<file path="config.mk">
export PLATFORM = sky130hd
export DESIGN_NAME = stack_pointer_unit
export DESIGN_NICKNAME = d
export VERILOG_FILES = /design/src/rtl/stack_pkg.sv /design/src/rtl/sp_op_decode.sv /design/src/rtl/stack_pointer_unit.sv
export SDC_FILE = /design/constraint.sdc
export NUM_CORES = 1
export LEC_CHECK = 0
export CELL_PAD_IN_SITES_DETAIL_PLACEMENT = 0
export CELL_PAD_IN_SITES_GLOBAL_PLACEMENT = 1
export CORE_ASPECT_RATIO = 1.5
export CORE_MARGIN = 4
export CORE_UTILIZATION = 29
export DETAILED_ROUTE_END_ITERATION = 8
export PLACE_DENSITY = 0.75
export RECOVER_POWER = 100
export SLEW_MARGIN = 10
export SYNTH_ARGS = -nofsm -noshare
export SYNTH_HDL_FRONTEND = slang
export SYNTH_SLANG_ARGS = --single-unit
</file>
<file path="constraint.sdc">
create_clock -name CLK -period 3.3 [get_ports CLK]
set_input_delay 0.33 -clock CLK [delete_from_list [all_inputs] [get_ports CLK]]
set_output_delay 0.33 -clock CLK [all_outputs]
set_load 0.1 [all_outputs]
</file>
<file path="src/rtl/stack_pkg.sv">
// Shared stack-pointer definitions, also used by the control unit and the
// scratch-RAM address mux.
package stack_pkg;

    localparam int SP_WIDTH = 8;
    localparam logic [SP_WIDTH-1:0] SP_RESET_VAL = 8'h00;

    typedef enum logic [2:0] {
        SP_HOLD,
        SP_LOAD,
        SP_PUSH,
        SP_POP,
        SP_ILLEGAL
    } sp_op_t;

endpackage

</file>
<file path="src/rtl/sp_op_decode.sv">
// Maps the control-unit strobes onto a single stack operation.
// Load dominates; a simultaneous push and pop is illegal.
module sp_op_decode
    import stack_pkg::*;
(
    input  logic   i_ld,
    input  logic   i_incr,
    input  logic   i_decr,
    output sp_op_t o_op
);

    always_comb begin
        o_op = SP_HOLD;
        if (i_ld) begin
            o_op = SP_LOAD;
        end else if (i_incr && i_decr) begin
            o_op = SP_ILLEGAL;
        end else if (i_decr) begin
            o_op = SP_PUSH;
        end else if (i_incr) begin
            o_op = SP_POP;
        end
    end

endmodule

</file>
<file path="src/rtl/stack_pointer_unit.sv">
// MCU stack pointer with depth tracking; pushes past MAX_DEPTH and pops
// below zero are suppressed and reported through sticky flags and ERR.
module stack_pointer_unit
    import stack_pkg::*;
#(
    parameter int                WIDTH     = SP_WIDTH,
    parameter logic [WIDTH-1:0]  SP_RESET  = SP_RESET_VAL,
    parameter int                MAX_DEPTH = 256
) (
    input  logic             CLK,
    input  logic             RST_N,
    input  logic             SP_LD,
    input  logic             SP_INCR,
    input  logic             SP_DECR,
    input  logic [WIDTH-1:0] DATA_IN,
    input  logic             CLR_FLAGS,
    output logic [WIDTH-1:0] SP_OUT,
    output logic [WIDTH-1:0] SP_M1,
    output logic [WIDTH:0]   DEPTH,
    output logic             EMPTY,
    output logic             FULL,
    output logic             OVF,
    output logic             UNF,
    output logic             ERR
);

    localparam logic [WIDTH:0]   LP_MAX_DEPTH = (WIDTH+1)'(MAX_DEPTH);
    localparam logic [WIDTH:0]   LP_DEPTH_ONE = (WIDTH+1)'(1);
    localparam logic [WIDTH-1:0] LP_SP_ONE    = WIDTH'(1);

    logic [WIDTH-1:0] r_sp;
    logic [WIDTH:0]   r_depth;
    logic             r_ovf;
    logic             r_unf;
    logic             r_err;

    logic [WIDTH-1:0] w_sp_next;
    logic [WIDTH:0]   w_depth_next;
    logic             w_ovf_next;
    logic             w_unf_next;
    logic             w_err_next;
    logic             w_empty;
    logic             w_full;
    logic             w_set_ovf;
    logic             w_set_unf;
    sp_op_t           w_op;

    sp_op_decode u_decode (
        .i_ld   (SP_LD),
        .i_incr (SP_INCR),
        .i_decr (SP_DECR),
        .o_op   (w_op)
    );

    assign w_empty = (r_depth == '0);
    assign w_full  = (r_depth == LP_MAX_DEPTH);

    assign w_set_ovf = (w_op == SP_PUSH) && w_full;
    assign w_set_unf = (w_op == SP_POP)  && w_empty;

    always_comb begin
        w_sp_next    = r_sp;
        w_depth_next = r_depth;
        case (w_op)
            SP_LOAD: begin
                w_sp_next    = DATA_IN;
                w_depth_next = '0;
            end
            SP_PUSH: begin
                if (!w_full) begin
                    w_sp_next    = r_sp - LP_SP_ONE;
                    w_depth_next = r_depth + LP_DEPTH_ONE;
                end
            end
            SP_POP: begin
                if (!w_empty) begin
                    w_sp_next    = r_sp + LP_SP_ONE;
                    w_depth_next = r_depth - LP_DEPTH_ONE;
                end
            end
            default: ;
        endcase
    end

    // A new violation overrides a concurrent clear.
    assign w_ovf_next = w_set_ovf || (r_ovf && !CLR_FLAGS);
    assign w_unf_next = w_set_unf || (r_unf && !CLR_FLAGS);
    assign w_err_next = w_set_ovf || w_set_unf || (w_op == SP_ILLEGAL);

    always_ff @(posedge CLK or negedge RST_N) begin
        if (!RST_N) begin
            r_sp    <= SP_RESET;
            r_depth <= '0;
            r_ovf   <= 1'b0;
            r_unf   <= 1'b0;
            r_err   <= 1'b0;
        end else begin
            r_sp    <= w_sp_next;
            r_depth <= w_depth_next;
            r_ovf   <= w_ovf_next;
            r_unf   <= w_unf_next;
            r_err   <= w_err_next;
        end
    end

    assign SP_OUT = r_sp;
    assign SP_M1  = r_sp - LP_SP_ONE;
    assign DEPTH  = r_depth;
    assign EMPTY  = w_empty;
    assign FULL   = w_full;
    assign OVF    = r_ovf;
    assign UNF    = r_unf;
    assign ERR    = r_err;

endmodule
</file>
==> impl_metrics.ini <==
[final_layout]
final_layout_size_suffix_gt1_share_pct = 19.8
stdcell_area_mm2 = 0.00225
nNetsFinal = 270
final_core_util_pct = 43.3
multiInputGateArea_mm2 = 0.00106
stdcell_count = 316
syn_to_final_growth_pct = 42.1
diodes = 0
regArea_um2 = 502
fillers = 545

[sta]
layout_min_cycle_time_ps = 3190
hold_violations = 0
slew_headroom_pct = 22.0
finalSetupTns_ps = 0
rsz0062_at_grt = no
hold_ws_ps = 507
max_slew.worst_pin.slew_ps = 1180
maxSlewViolCount = 0
finClkSkew_ps = 2.56
setup_viol = 0
fin_crit_sh_pct = 96.7
fmax_ghz = 0.313
fin_ws_ps = 108

[worst_setup_path]
path_delay_family = simple AND/OR/NAND/NOR gates
cp_max_fo = 8
critPathBufInv = 4
critPathArrivalTime_ps = 3350
slowest_stage = or4b_4
worstSetupPathType = primary input to register
crit_path_cell_trace = clkdlybuf4s50_1 -> inv_1 -> ha_1 -> or4b_4 -> buf_6 -> clkinv_4 -> ha_1 -> a21o_1 -> or4_4 -> and2_0 -> a221o_1
crit_top_cell = ha_1
critPathMaxStageDelay_ps = 550
startpoint_type = primary input
cp.required_ps = 3450
endpoint_kind = register

[floorplanning]
core_area_mm2 = 0.00520
die_height_um = 98.6
start_util_pct = 30.5
die_w_um = 68.4
die_area_mm2 = 0.00674
pin_count = 44
placementRows = 32

[power]
p_leak_nw = 0.950
ir_drop_uv = 207
fin_total_pwr_mw = 1.40
power_density_mw_per_mm2 = 619

[global_route]
grt_pass1_vias = 1736
antenna_found_initial = 0
grt_max_degree = 25
overflow = 0
grtUsageTotal_pct = 16.1
grt_pass1_wl_um = 8380

[placed_design]
port_buffers = 43
placed_area_mm2 = 0.00222
dp_hpwl_um = 3530
dp_slack_ps = -293
place_congestion = 0.786
dp_cells = 310

[route]
dr.pass1.iters = 5
post_drt_wl_per_cell_um = 15.5
drt_drc_violations_left = 0
wl_um = 4910
viasPerCell = 5.27
dr.first_iter.drc_count = 110
num_vias = 1665
final_antenna_net_count = 0

[hold_path]
holdCritPathClass = register to register

[clocking]
clk_pin_slew_ps = 80
numCtsBuffers = 3
clock_latency_ps = 270
clockRootBuffer = clkbuf_8
cts_tree = built
hold_buffers = 0
cts_sinks = 20
cts.path.max_buffers = 2
htree_levels = 1

[synth]
async_reset_ff_share_pct = 100
avgSynthCellArea_um2 = 8.09
ys.flop_type = dfrtp_1
syn_nets = 217
syn_inst = 196
synth_edf_count = 0
yosysSeqAreaShare_pct = 31.6
ys_types = 46
ys.warnings.count = 0
mappedNetlistArea_mm2 = 0.00159
ys_ff_latch = 20

[flow_run]
maxCapViolCount = 0

[status]
status = finished clean
-- metal layers --
metal	GRT usage (%)	wire length, µm
met1	18.9	2020
met2	28.8	2590
met3	2.17	215
met4	5.51	85
met5	0	0
-- logic make-up (layout without fill, tap and decap cells) --
kind of cell / after synthesis / in the layout / synth area share [%]
flops: 20 / 20 / 31.6
xor+xnor: 10 / 10 / 5.53
mux: 2 / 2 / 1.34
buf+inv: 26 / 78 / 7.02
simple gates: 65 / 65 / 21.2
compound gates: 66 / 66 / 27.8
fa+ha+maj: 7 / 7 / 5.52
-- layout make-up --
class | instances | area share, %
Tap cell | 68 | 3.78
Multi-Input combinational cell | 150 | 46.9
Timing Repair Buffer | 61 | 22.5
Inverter | 13 | 2.55
Sequential cell | 20 | 22.3
Clock buffer | 4 | 2.00
-- path summary, 6_finish.rpt --
| check | slack, ps | startpoint | to | cells after the start |
|---|---|---|---|---|
| worst min register to register | 510 | OVF | OVF | 1 |
| min in group asynchronous | 660 | RST_N | SP_OUT[5] | 1 |
| max in group asynchronous | 1970 | RST_N | SP_OUT[0] | 1 |
| worst max-delay path | 110 | SP_DECR | DEPTH[8] | 11 |
| worst max register to register | 990 | DEPTH[1] | DEPTH[8] | 8 |
| worst min-delay path | 510 | OVF | OVF | 1 |
-- registers in the layout (all words and copies together) (netlist names) --
name / cells
OVF: 1
ERR: 1
DEPTH: 9
UNF: 1
SP_OUT: 8
-- what timing repair did --
action	CTS	global route
resized for setup	1	5
setup buffers	2	0
hold endpoints to repair	0	0
gates cloned	0	0
endpoints found under the setup margin	1	1
pin swaps	3	1
-- layout by cell type, fill, tap and decap left out, drive strengths merged, types with 2 or more instances in the layout --
master          n
clkdlybuf4s50  27
buf            21
o21ai          20
dfrtp          20
nand2          16
clkbuf         16
nor2           15
inv            11
a21oi          10
xor2            8
o31ai           7
ha              7
nor4            7
a31oi           6
nand3           5
nor3            5
or4             4
a22o            3
and3            3
nand4           3
o21ba           3
a211oi          3
a21o            2
o22a            2
xnor2           2
-- power by group --
| part | leakage, nW | internal, mW | switching (mW) |
|---|---|---|---|
| registers | 0.258 | 0.273 | 0.0713 |
| clock network | 0.0228 | 0.0863 | 0.0922 |
| logic | 0.670 | 0.207 | 0.665 |
-- Yosys cell counts (all sizes together) (2+ instances only) --
library cell | instances | area, µm²
o21ba | 3 | 30.0
a21oi | 10 | 50.1
xor2 | 8 | 70.1
nor2 | 15 | 56.3
and3 | 3 | 18.8
inv | 12 | 45.0
nor4 | 7 | 50.1
or4 | 4 | 30.0
a21o | 2 | 15.0
o31ai | 7 | 52.6
ha | 7 | 87.6
a211oi | 3 | 22.5
a22o | 3 | 26.3
o21ai | 20 | 100
o22a | 2 | 17.5
nand3 | 5 | 25.0
nand2 | 16 | 60.1
clkbuf | 12 | 46.3
nor3 | 5 | 25.0
nand4 | 3 | 18.8
xnor2 | 2 | 17.5
a31oi | 6 | 37.5
dfrtp | 20 | 500
-- worst reg2reg max path: cells and delay by family, from the launching register on --
family / cells / cell delay (ps)
AO/OA/AOI/OAI: 1 / 310
XOR/XNOR: 1 / 200
adder cells (fa/ha/maj): 1 / 210
buffers and inverters: 1 / 140
flip-flops: 1 / 510
AND/OR/NAND/NOR: 4 / 840
Note: power is estimated with default switching activity, not from simulation.
